==> src/rtl/math_pkg.sv <==
// Shared math library helpers: pipeline depth and two's-complement utilities
// used by the pipeline divider and the multi-operand pipeline adder.
package math_pkg;

    localparam int MATH_MAX_WIDTH = 64;

    // Input register + one restoring step per quotient bit + output register.
    function automatic int pipeline_divider_stages(input int dividend_width);
        return dividend_width + 2;
    endfunction

    // Two's-complement negation on a sign/zero-extended operand.
    function automatic logic [MATH_MAX_WIDTH-1:0] neg(input logic [MATH_MAX_WIDTH-1:0] value);
        return ~value + 64'd1;
    endfunction

    // Magnitude of a sign-extended operand; the most negative value of the
    // caller's width comes back as its unsigned magnitude once truncated.
    function automatic logic [MATH_MAX_WIDTH-1:0] abs_val(input logic [MATH_MAX_WIDTH-1:0] value);
        return value[MATH_MAX_WIDTH-1] ? neg(value) : value;
    endfunction

endpackage

==> src/rtl/pipeline_divider_stage.sv <==
// One registered restoring-division step. The dividend bits and the growing
// quotient share one shift register: the dividend MSB leaves on the left
// into the partial remainder while the new quotient bit enters on the right.
module pipeline_divider_stage
    import math_pkg::*;
#(
    parameter int DIVIDEND_WIDTH = 16,
    parameter int DIVISOR_WIDTH  = 8
) (
    input  logic                      clk_i,
    input  logic                      rst_i,
    input  logic                      en_i,
    input  logic                      valid_i,
    input  logic [DIVISOR_WIDTH:0]    rem_i,
    input  logic [DIVIDEND_WIDTH-1:0] dq_i,
    input  logic [DIVISOR_WIDTH-1:0]  dsr_i,
    input  logic                      q_neg_i,
    input  logic                      r_neg_i,
    input  logic                      dbz_i,
    output logic                      valid_o,
    output logic [DIVISOR_WIDTH:0]    rem_o,
    output logic [DIVIDEND_WIDTH-1:0] dq_o,
    output logic [DIVISOR_WIDTH-1:0]  dsr_o,
    output logic                      q_neg_o,
    output logic                      r_neg_o,
    output logic                      dbz_o
);

    logic                      valid_q, valid_d;
    logic [DIVISOR_WIDTH:0]    rem_q, rem_d;
    logic [DIVIDEND_WIDTH-1:0] dq_q, dq_d;
    logic [DIVISOR_WIDTH-1:0]  dsr_q, dsr_d;
    logic                      q_neg_q, q_neg_d;
    logic                      r_neg_q, r_neg_d;
    logic                      dbz_q, dbz_d;

    logic [DIVISOR_WIDTH:0]    trial_rem;
    logic                      trial_ge;
    logic [DIVISOR_WIDTH:0]    step_rem;

    // The remainder MSB shifted out here is always zero for a nonzero divisor;
    // with a zero divisor only the low bits of the raw dividend are kept.
    logic                      unused_rem_msb;
    assign unused_rem_msb = rem_i[DIVISOR_WIDTH];

    // Shift in the next dividend bit, trial-subtract, and advance only when enabled.
    always_comb begin
        trial_rem = {rem_i[DIVISOR_WIDTH-1:0], dq_i[DIVIDEND_WIDTH-1]};
        trial_ge  = (trial_rem >= {1'b0, dsr_i});
        step_rem  = trial_ge ? (trial_rem - {1'b0, dsr_i}) : trial_rem;

        valid_d = valid_q;
        rem_d   = rem_q;
        dq_d    = dq_q;
        dsr_d   = dsr_q;
        q_neg_d = q_neg_q;
        r_neg_d = r_neg_q;
        dbz_d   = dbz_q;
        if (en_i) begin
            valid_d = valid_i;
            rem_d   = step_rem;
            dq_d    = {dq_i[DIVIDEND_WIDTH-2:0], trial_ge};
            dsr_d   = dsr_i;
            q_neg_d = q_neg_i;
            r_neg_d = r_neg_i;
            dbz_d   = dbz_i;
        end
    end

    // Stage state register, cleared by the asynchronous reset.
    always_ff @(posedge clk_i or posedge rst_i) begin
        if (rst_i) begin
            valid_q <= 1'b0;
            rem_q   <= '0;
            dq_q    <= '0;
            dsr_q   <= '0;
            q_neg_q <= 1'b0;
            r_neg_q <= 1'b0;
            dbz_q   <= 1'b0;
        end else begin
            valid_q <= valid_d;
            rem_q   <= rem_d;
            dq_q    <= dq_d;
            dsr_q   <= dsr_d;
            q_neg_q <= q_neg_d;
            r_neg_q <= r_neg_d;
            dbz_q   <= dbz_d;
        end
    end

    assign valid_o = valid_q;
    assign rem_o   = rem_q;
    assign dq_o    = dq_q;
    assign dsr_o   = dsr_q;
    assign q_neg_o = q_neg_q;
    assign r_neg_o = r_neg_q;
    assign dbz_o   = dbz_q;

endmodule

==> src/rtl/pipeline_divider.sv <==
// Fully pipelined integer divider: input/magnitude stage, one restoring step
// per quotient bit, then sign correction into the output register. All stages
// share one advance enable driven by the output handshake.
module pipeline_divider
    import math_pkg::*;
#(
    parameter int DIVIDEND_WIDTH = 16,
    parameter int DIVISOR_WIDTH  = 8,
    parameter bit SIGNED         = 1'b0
) (
    input  logic                      clk_i,
    input  logic                      rst_i,
    input  logic [DIVIDEND_WIDTH-1:0] dividend_i,
    input  logic [DIVISOR_WIDTH-1:0]  divisor_i,
    input  logic                      data_valid_i,
    output logic                      ready_o,
    output logic [DIVIDEND_WIDTH-1:0] quotient_o,
    output logic [DIVISOR_WIDTH-1:0]  remainder_o,
    output logic                      div_by_zero_o,
    output logic                      data_valid_o,
    input  logic                      ready_i
);

    localparam int DW     = DIVIDEND_WIDTH;
    localparam int SW     = DIVISOR_WIDTH;
    localparam int STAGES = pipeline_divider_stages(DIVIDEND_WIDTH);
    localparam int STEPS  = STAGES - 2;

    logic          in_valid_q, in_valid_d;
    logic [DW-1:0] in_dvd_q, in_dvd_d;
    logic [SW-1:0] in_dsr_q, in_dsr_d;
    logic          in_q_neg_q, in_q_neg_d;
    logic          in_r_neg_q, in_r_neg_d;
    logic          in_dbz_q, in_dbz_d;

    logic          out_valid_q, out_valid_d;
    logic [DW-1:0] out_quot_q, out_quot_d;
    logic [SW-1:0] out_rem_q, out_rem_d;
    logic          out_dbz_q, out_dbz_d;

    logic          dsr_zero, dvd_neg, dsr_neg;
    logic [DW-1:0] dvd_mag, q_fin;
    logic [SW-1:0] dsr_mag, r_fin;

    logic          valid_w [STEPS+1];
    logic [SW:0]   rem_w   [STEPS+1];
    logic [DW-1:0] dq_w    [STEPS+1];
    logic [SW-1:0] dsr_w   [STEPS+1];
    logic          q_neg_w [STEPS+1];
    logic          r_neg_w [STEPS+1];
    logic          dbz_w   [STEPS+1];

    logic          unused_tail;

    assign ready_o = !out_valid_q || ready_i;

    // Input stage: take magnitudes and sign flags; a zero divisor keeps the raw
    // dividend so the steps naturally yield all-ones and its low bits.
    always_comb begin
        dsr_zero = (divisor_i == '0);
        dvd_neg  = 1'b0;
        dsr_neg  = 1'b0;
        dvd_mag  = dividend_i;
        dsr_mag  = divisor_i;
        if (SIGNED) begin
            dvd_neg = dividend_i[DW-1];
            dsr_neg = divisor_i[SW-1];
            dvd_mag = DW'(abs_val({{(MATH_MAX_WIDTH-DW){dividend_i[DW-1]}}, dividend_i}));
            dsr_mag = SW'(abs_val({{(MATH_MAX_WIDTH-SW){divisor_i[SW-1]}}, divisor_i}));
        end

        in_valid_d = in_valid_q;
        in_dvd_d   = in_dvd_q;
        in_dsr_d   = in_dsr_q;
        in_q_neg_d = in_q_neg_q;
        in_r_neg_d = in_r_neg_q;
        in_dbz_d   = in_dbz_q;
        if (ready_o) begin
            in_valid_d = data_valid_i;
            in_dvd_d   = dsr_zero ? dividend_i : dvd_mag;
            in_dsr_d   = dsr_mag;
            in_q_neg_d = !dsr_zero && (dvd_neg ^ dsr_neg);
            in_r_neg_d = !dsr_zero && dvd_neg;
            in_dbz_d   = dsr_zero;
        end
    end

    // Input stage register.
    always_ff @(posedge clk_i or posedge rst_i) begin
        if (rst_i) begin
            in_valid_q <= 1'b0;
            in_dvd_q   <= '0;
            in_dsr_q   <= '0;
            in_q_neg_q <= 1'b0;
            in_r_neg_q <= 1'b0;
            in_dbz_q   <= 1'b0;
        end else begin
            in_valid_q <= in_valid_d;
            in_dvd_q   <= in_dvd_d;
            in_dsr_q   <= in_dsr_d;
            in_q_neg_q <= in_q_neg_d;
            in_r_neg_q <= in_r_neg_d;
            in_dbz_q   <= in_dbz_d;
        end
    end

    assign valid_w[0] = in_valid_q;
    assign rem_w[0]   = '0;
    assign dq_w[0]    = in_dvd_q;
    assign dsr_w[0]   = in_dsr_q;
    assign q_neg_w[0] = in_q_neg_q;
    assign r_neg_w[0] = in_r_neg_q;
    assign dbz_w[0]   = in_dbz_q;

    for (genvar i = 0; i < STEPS; i++) begin : g_step
        pipeline_divider_stage #(
            .DIVIDEND_WIDTH(DW),
            .DIVISOR_WIDTH (SW)
        ) u_stage (
            .clk_i  (clk_i),
            .rst_i  (rst_i),
            .en_i   (ready_o),
            .valid_i(valid_w[i]),
            .rem_i  (rem_w[i]),
            .dq_i   (dq_w[i]),
            .dsr_i  (dsr_w[i]),
            .q_neg_i(q_neg_w[i]),
            .r_neg_i(r_neg_w[i]),
            .dbz_i  (dbz_w[i]),
            .valid_o(valid_w[i+1]),
            .rem_o  (rem_w[i+1]),
            .dq_o   (dq_w[i+1]),
            .dsr_o  (dsr_w[i+1]),
            .q_neg_o(q_neg_w[i+1]),
            .r_neg_o(r_neg_w[i+1]),
            .dbz_o  (dbz_w[i+1])
        );
    end

    // The divisor and the remainder guard bit are not needed past the last step.
    assign unused_tail = ^{dsr_w[STEPS], rem_w[STEPS][SW]};

    // Output stage: reapply signs to the magnitudes (flags are clear for a zero divisor).
    always_comb begin
        q_fin = dq_w[STEPS];
        r_fin = rem_w[STEPS][SW-1:0];
        if (q_neg_w[STEPS]) begin
            q_fin = DW'(neg({{(MATH_MAX_WIDTH-DW){1'b0}}, dq_w[STEPS]}));
        end
        if (r_neg_w[STEPS]) begin
            r_fin = SW'(neg({{(MATH_MAX_WIDTH-SW){1'b0}}, rem_w[STEPS][SW-1:0]}));
        end

        out_valid_d = out_valid_q;
        out_quot_d  = out_quot_q;
        out_rem_d   = out_rem_q;
        out_dbz_d   = out_dbz_q;
        if (ready_o) begin
            out_valid_d = valid_w[STEPS];
            out_quot_d  = q_fin;
            out_rem_d   = r_fin;
            out_dbz_d   = dbz_w[STEPS];
        end
    end

    // Output register; holds its contents while downstream stalls.
    always_ff @(posedge clk_i or posedge rst_i) begin
        if (rst_i) begin
            out_valid_q <= 1'b0;
            out_quot_q  <= '0;
            out_rem_q   <= '0;
            out_dbz_q   <= 1'b0;
        end else begin
            out_valid_q <= out_valid_d;
            out_quot_q  <= out_quot_d;
            out_rem_q   <= out_rem_d;
            out_dbz_q   <= out_dbz_d;
        end
    end

    assign data_valid_o  = out_valid_q;
    assign quotient_o    = out_quot_q;
    assign remainder_o   = out_rem_q;
    assign div_by_zero_o = out_dbz_q;

endmodule
==> config.mk <==
export PLATFORM = sky130hd
export DESIGN_NAME = pipeline_divider
export DESIGN_NICKNAME = d
export VERILOG_FILES = /design/src/rtl/math_pkg.sv /design/src/rtl/pipeline_divider_stage.sv /design/src/rtl/pipeline_divider.sv
export SDC_FILE = /design/constraint.sdc
export NUM_CORES = 2
export LEC_CHECK = 0
export CORE_UTILIZATION = 55
export CTS_CLUSTER_DIAMETER = 200
export DETAILED_ROUTE_END_ITERATION = 6
export PLACE_DENSITY_LB_ADDON = 0.25
export SLEW_MARGIN = 5
export SYNTH_ARGS = -nofsm -noshare
export SYNTH_HDL_FRONTEND = slang
export SYNTH_SLANG_ARGS = --single-unit
==> constraint.sdc <==
create_clock -name clk_i -period 24.7 [get_ports clk_i]
set_input_delay 4.94 -clock clk_i [delete_from_list [all_inputs] [get_ports clk_i]]
set_output_delay 4.94 -clock clk_i [all_outputs]
set_load 0.005 [all_outputs]
Word-level counts from Yosys, hierarchy flattened
Index checks and enable logic that the tools add are counted.
{"block": "totals", "register_bits": 588, "elab_cells": 138}
{"block": "classes", "mux": 16, "n_addsub": 16, "order_cmp": 16, "reduce_logical": 3}
{"op": ">= comparator 9 x 8 -> 1 bit", "count": 15}
{"op": "2-to-1 mux 8 bit", "count": 16}
{"op": "subtractor 8 bit", "count": 15}
{"op": ">= comparator 1 x 8 -> 1 bit", "count": 1}
{"op": "logical NOT 8 bit", "count": 1}
{"op": "subtractor 1 x 8 -> 8 bit", "count": 1}
{"op": "logical NOT 1 bit", "count": 1}
{"op": "logical OR 1 bit", "count": 1}

Logic depth before layout (Yosys ltp)
{"block": "logic_depth", "word_depth": 2, "mapped_depth": 10, "mapped_depth_nobuf": 9}

Modules after synthesis
From an unflattened synthesis, not the netlist that was laid out.
{"block": "hier_totals", "hier_cells": 2928, "area_unflattened_um2": 33552.2}
{"module": "pipeline_divider_stage at g_step[0].u_stage ...", "seq_area_each_um2": 925.9, "area_per_inst_um2": 1936.9, "cells_per_inst": 164, "n_inst": 11}
{"module": "pipeline_divider_stage at g_step[6].u_stage ...", "seq_area_each_um2": 925.9, "area_per_inst_um2": 1955.6, "cells_per_inst": 172, "n_inst": 4}
{"module": "pipeline_divider", "seq_area_each_um2": 1301.2, "area_per_inst_um2": 2447.3, "cells_per_inst": 265, "n_inst": 1}
{"module": "pipeline_divider_stage at g_step[10].u_stage", "seq_area_each_um2": 925.9, "area_per_inst_um2": 1976.9, "cells_per_inst": 171, "n_inst": 1}

Least setup slack after synthesis
OpenSTA, ideal clock, no wires.
{"block": "synth_path", "path_type": "input port to output port", "start": "in ready_i", "end": "out ready_o", "required_time_ps": 19760, "cell_stages": 4, "n_path_buf": 2, "setup_slack_ps": 14107, "arrival_ps": 5653, "cell_sequence": "nor2b_1 inv_2 clkbuf_1 clkbuf_1"}
{"block": "synth_between", "elab_chain_len": 1}
{"element": "start, declared", "line": "pipeline_divider.sv:21", "source": "input logic ready_i"}
{"element": "logical OR 1 bit", "line": "pipeline_divider.sv:55", "source": "assign ready_o = !out_valid_q || ready_i;"}
{"element": "end, declared", "line": "pipeline_divider.sv:16", "source": "output logic ready_o,"}
No other way between the ends.

Worst setup path after layout
Ends and elaborated chain as after synthesis.

==> run_results.csv <==
group,metric,value,unit
global_routing,track_usage,22.3,%
cells_and_area,fin_nets,3305,
clocking,cts_root_buf,"clkbuf_16",
timing,grt_setup_unrepaired,"no",
clocking,clock-sinks,588,
setup_path,crit_fanout,113,
floorplanning,die_area,52000,µm²
drt,first_iter_violations,1517,
yosys,synthTopCellsByCount,"nand2_1 (1,192), dfrtp_1 (588), o21ai_0 (202), inv_1 (149), nor2_1 (139)",
cells_and_area,area_growth,11.9,%
yosys,syn_nets,3320,
global_routing,antenna_found_initial,0,
drt,drt_wl_total,56500,µm
drt,via_count,20638,
power,irDropWorstVdd,153,µV
timing,layout_min_cycle_time,11.59,ns
yosys,synthArstFlopShare,100,%
run_status,status,"complete, no violations",
placed_design,place_congestion,0.889,
yosys,yosys.area_share.xor_xnor,2.06,%
power,powerDensity,160,nW/µm²
setup_path,cp.required,19.76,ns
placed_design,dp_slack,13.14,ns
yosys,ys_warn_count,0,
timing,fin_skew,0.0146,ns
timing,finalSetupViolations,0,
clocking,clk_latency,0.61,ns
flow_run,maxCapViolCount,0,
timing,maxSlewViolCount,0,
global_routing,grt_remaining_overflow,0,
floorplanning,core_area,50300,µm²
global_routing,grt_pass1_wl,98400,µm
clocking,ctsResizeCount,0,
yosys,synthesis.area,28100,µm²
drt,drc,0,
timing,hold_viol,0,
clocking,tritoncts,"built",
setup_path,worstPathArrival,6.65,ns
floorplanning,initial_core_util,55.9,%
floorplanning,ioPinCount,55,
cells_and_area,fin_area,31400,µm²
yosys,synth_top_family_by_area,"simple AND/OR/NAND/NOR gates",
global_routing,grt_start_max_net_pins,205,
clocking,post_cts.repair.setup_buffers,0,
setup_path,path_class,"input port to primary output",
placed_design,portBuffers,54,
setup_path,critPathMostFrequentCell,"clkdlybuf4s50_1",
yosys,synth-seq-cells,588,
setup_path,cp_slowest_cell,"clkdlybuf4s50_1",
clocking,h-tree-depth,2,
floorplanning,rows,82,
yosys,synth.most_common_cell,"nand2_1",
timing,layout_setup_ws,13.11,ns
setup_path,critPathMaxStageDelay,0.62,ns
yosys,synth_enable_flop_cells,0,
setup_path,critPathBufInv,3,
yosys,synth_area_leaders,"dfrtp_1 (52%), nand2_1 (16%), ha_1 (5.4%)",
placed_design,dp_hpwl,36500,µm
drt,wl_per_cell,14.6,µm
timing,fmax,86.3,MHz
drt,routed_via_density,5.34,
yosys,synthAdderAreaFrac,6.50,%
setup_path,crit_path_end_kind,"primary output",
yosys,synth.area.mux_share,1.86,%
clocking,cts_buffers,61,
placed_design,placed_cell_area,29100,µm²
cells_and_area,seq_area,14700,µm²
yosys,synth.top_cell.area_share,52.3,%
clocking,clk_pin_slew,0.05,ns
drt,drtPass1Iterations,5,
drt,drtAntennaViolNets,0,
timing,relSlewSlack,19.0,%
cells_and_area,fillers,4149,
clocking,postCtsHoldBufs,0,
yosys,syn_inst,3155,
cells_and_area,drive_gt1_share,4.83,%
yosys,synth-compound-area-share,11.8,%
power,p_leak,15.7,nW
timing,setup_tns,0,ns
yosys,synth_top_cell_by_area,"dfrtp_1",
yosys,yosysUniqueCellTypes,71,
floorplanning,die_y,228,µm
min_path,holdCritPathClass,"flop to flop",
timing,tightest_slew,1.20,ns
cells_and_area,multi_input_area,12300,µm²
timing,final.period_utilization,46.9,%
setup_path,critPathTopFamily,"buffers and inverters",
setup_path,crit_chain,"clkdlybuf4s50_1 -> nor2b_4 -> inv_8 -> clkdlybuf4s50_1",
clocking,cts_buffer_depth,3,
floorplanning,die_w,228,µm
global_routing,grt_pass1_vias,20448,
yosys,yosys.area_share.simple,21.4,%
setup_path,cp-start-kind,"input port",
yosys,yosysSeqAreaShare,52.3,%
cells_and_area,n_antenna_cell,0,
yosys,synth_ff_type,"dfrtp_1",
yosys,postSynthAreaPerCell,8.91,µm²
==> registers in the layout, indices dropped and copies added (netlist names) <==
signal and cells:
data_valid_o 1, div_by_zero_o 1, g_step.u_stage.dbz_o 16, g_step.u_stage.dq_o 256, g_step.u_stage.dsr_o 120, g_step.u_stage.rem_o 128
g_step.u_stage.valid_o 16, in_dbz_q 1, in_dsr_q 8, in_dvd_q 16, in_valid_q 1, quotient_o 16
remainder_o 8
==> metrics by stage <==
step | total power [mW] | hold WS [ns] | util, % | cells
finish | 5.05 | 0.458 | 62.6 | 3863
global route | 5.47 | 0.482 | 62.6 | 3863
CTS | 5.08 | 0.459 | 62.6 | 3863
detailed placement | 4.00 | 0.450 | 57.9 | 3749
global placement | 3.88 | 0.446 | 57.9 | 3749
floorplan | 3.47 | 0.430 | - | 3155
==> cell type report <==
cell class | count | area share [%]
sequential | 588 | 46.8
multi-input combinational | 2271 | 39.0
clock buffer | 85 | 5.75
tap | 672 | 2.67
timing repair buffer | 68 | 2.21
inverter | 150 | 1.84
clock inverter | 29 | 1.70
==> where the power goes <==
group	internal (mW)	total [mW]	leakage (nW)	switching, mW
Clock	0.665	1.04	1.16	0.378
Combinational	1.02	2.33	7.25	1.31
Sequential	1.40	1.68	7.27	0.272
==> layer usage <==
layer	GRT usage (%)	share of wire [%]
met5	0	0
met1	30.7	46
met2	36.7	48
met4	7.21	2.7
met3	2.76	3.3
==> worst register-to-register path, delay by kind of cell, from the launching register on <==
family,cells,cell delay [ns]
DFF,1,0.35
AOI/OAI and AO/OA,1,0.37
and+or+nand+nor,2,0.51
buffers and inverters,3,2.38
==> worst paths after layout <==
kind | to | cells after the start | slack (ns) | from
worst max-delay path | ready_o | 4 | 13.11 | ready_i
worst min-delay path | g_step[15].u_stage.valid_o | 2 | 0.46 | g_step[15].u_stage.valid_o
worst max register to register | g_step[3].u_stage.rem_o[6] | 6 | 20.97 | data_valid_o
worst min register to register | g_step[15].u_stage.valid_o | 2 | 0.46 | g_step[15].u_stage.valid_o
max in group asynchronous | g_step[9].u_stage.dq_o[0] | 5 | 16.73 | rst_i
min in group asynchronous | g_step[0].u_stage.dsr_o[5] | 2 | 4.89 | rst_i
==> kinds of logic (layout without fill, tap and decap cells) <==
group                    Yosys count  count (layout)
multiplexers                      51              51
AND/OR/NAND/NOR                 1502            1502
adder cells (fa/ha/maj)          137             137
flip-flops                       588             588
XOR/XNOR                          66              66
AO/OA/AOI/OAI                    515             515
buffers and inverters            296             332
==> layout by cell type, fill, tap and decap left out, types with 14 or more instances in the layout <==
cell type / count
nand2_1: 1192
dfrtp_1: 588
o21ai_0: 202
inv_1: 148
nor2_1: 139
ha_1: 122
a21oi_1: 93
clkbuf_16: 62
clkdlybuf4s50_1: 54
xnor2_1: 48
mux2i_1: 43
nand3_1: 39
a21o_1: 35
nor3_1: 32
o21a_1: 31
nor2b_1: 25
a31oi_1: 24
nand2b_1: 20
o21bai_1: 20
xor2_1: 18
clkbuf_8: 17
and3_1: 15
fa_1: 15
bufinv_16: 15
a311oi_1: 14
o31a_1: 14
Note: power is estimated with default switching activity, not from simulation.
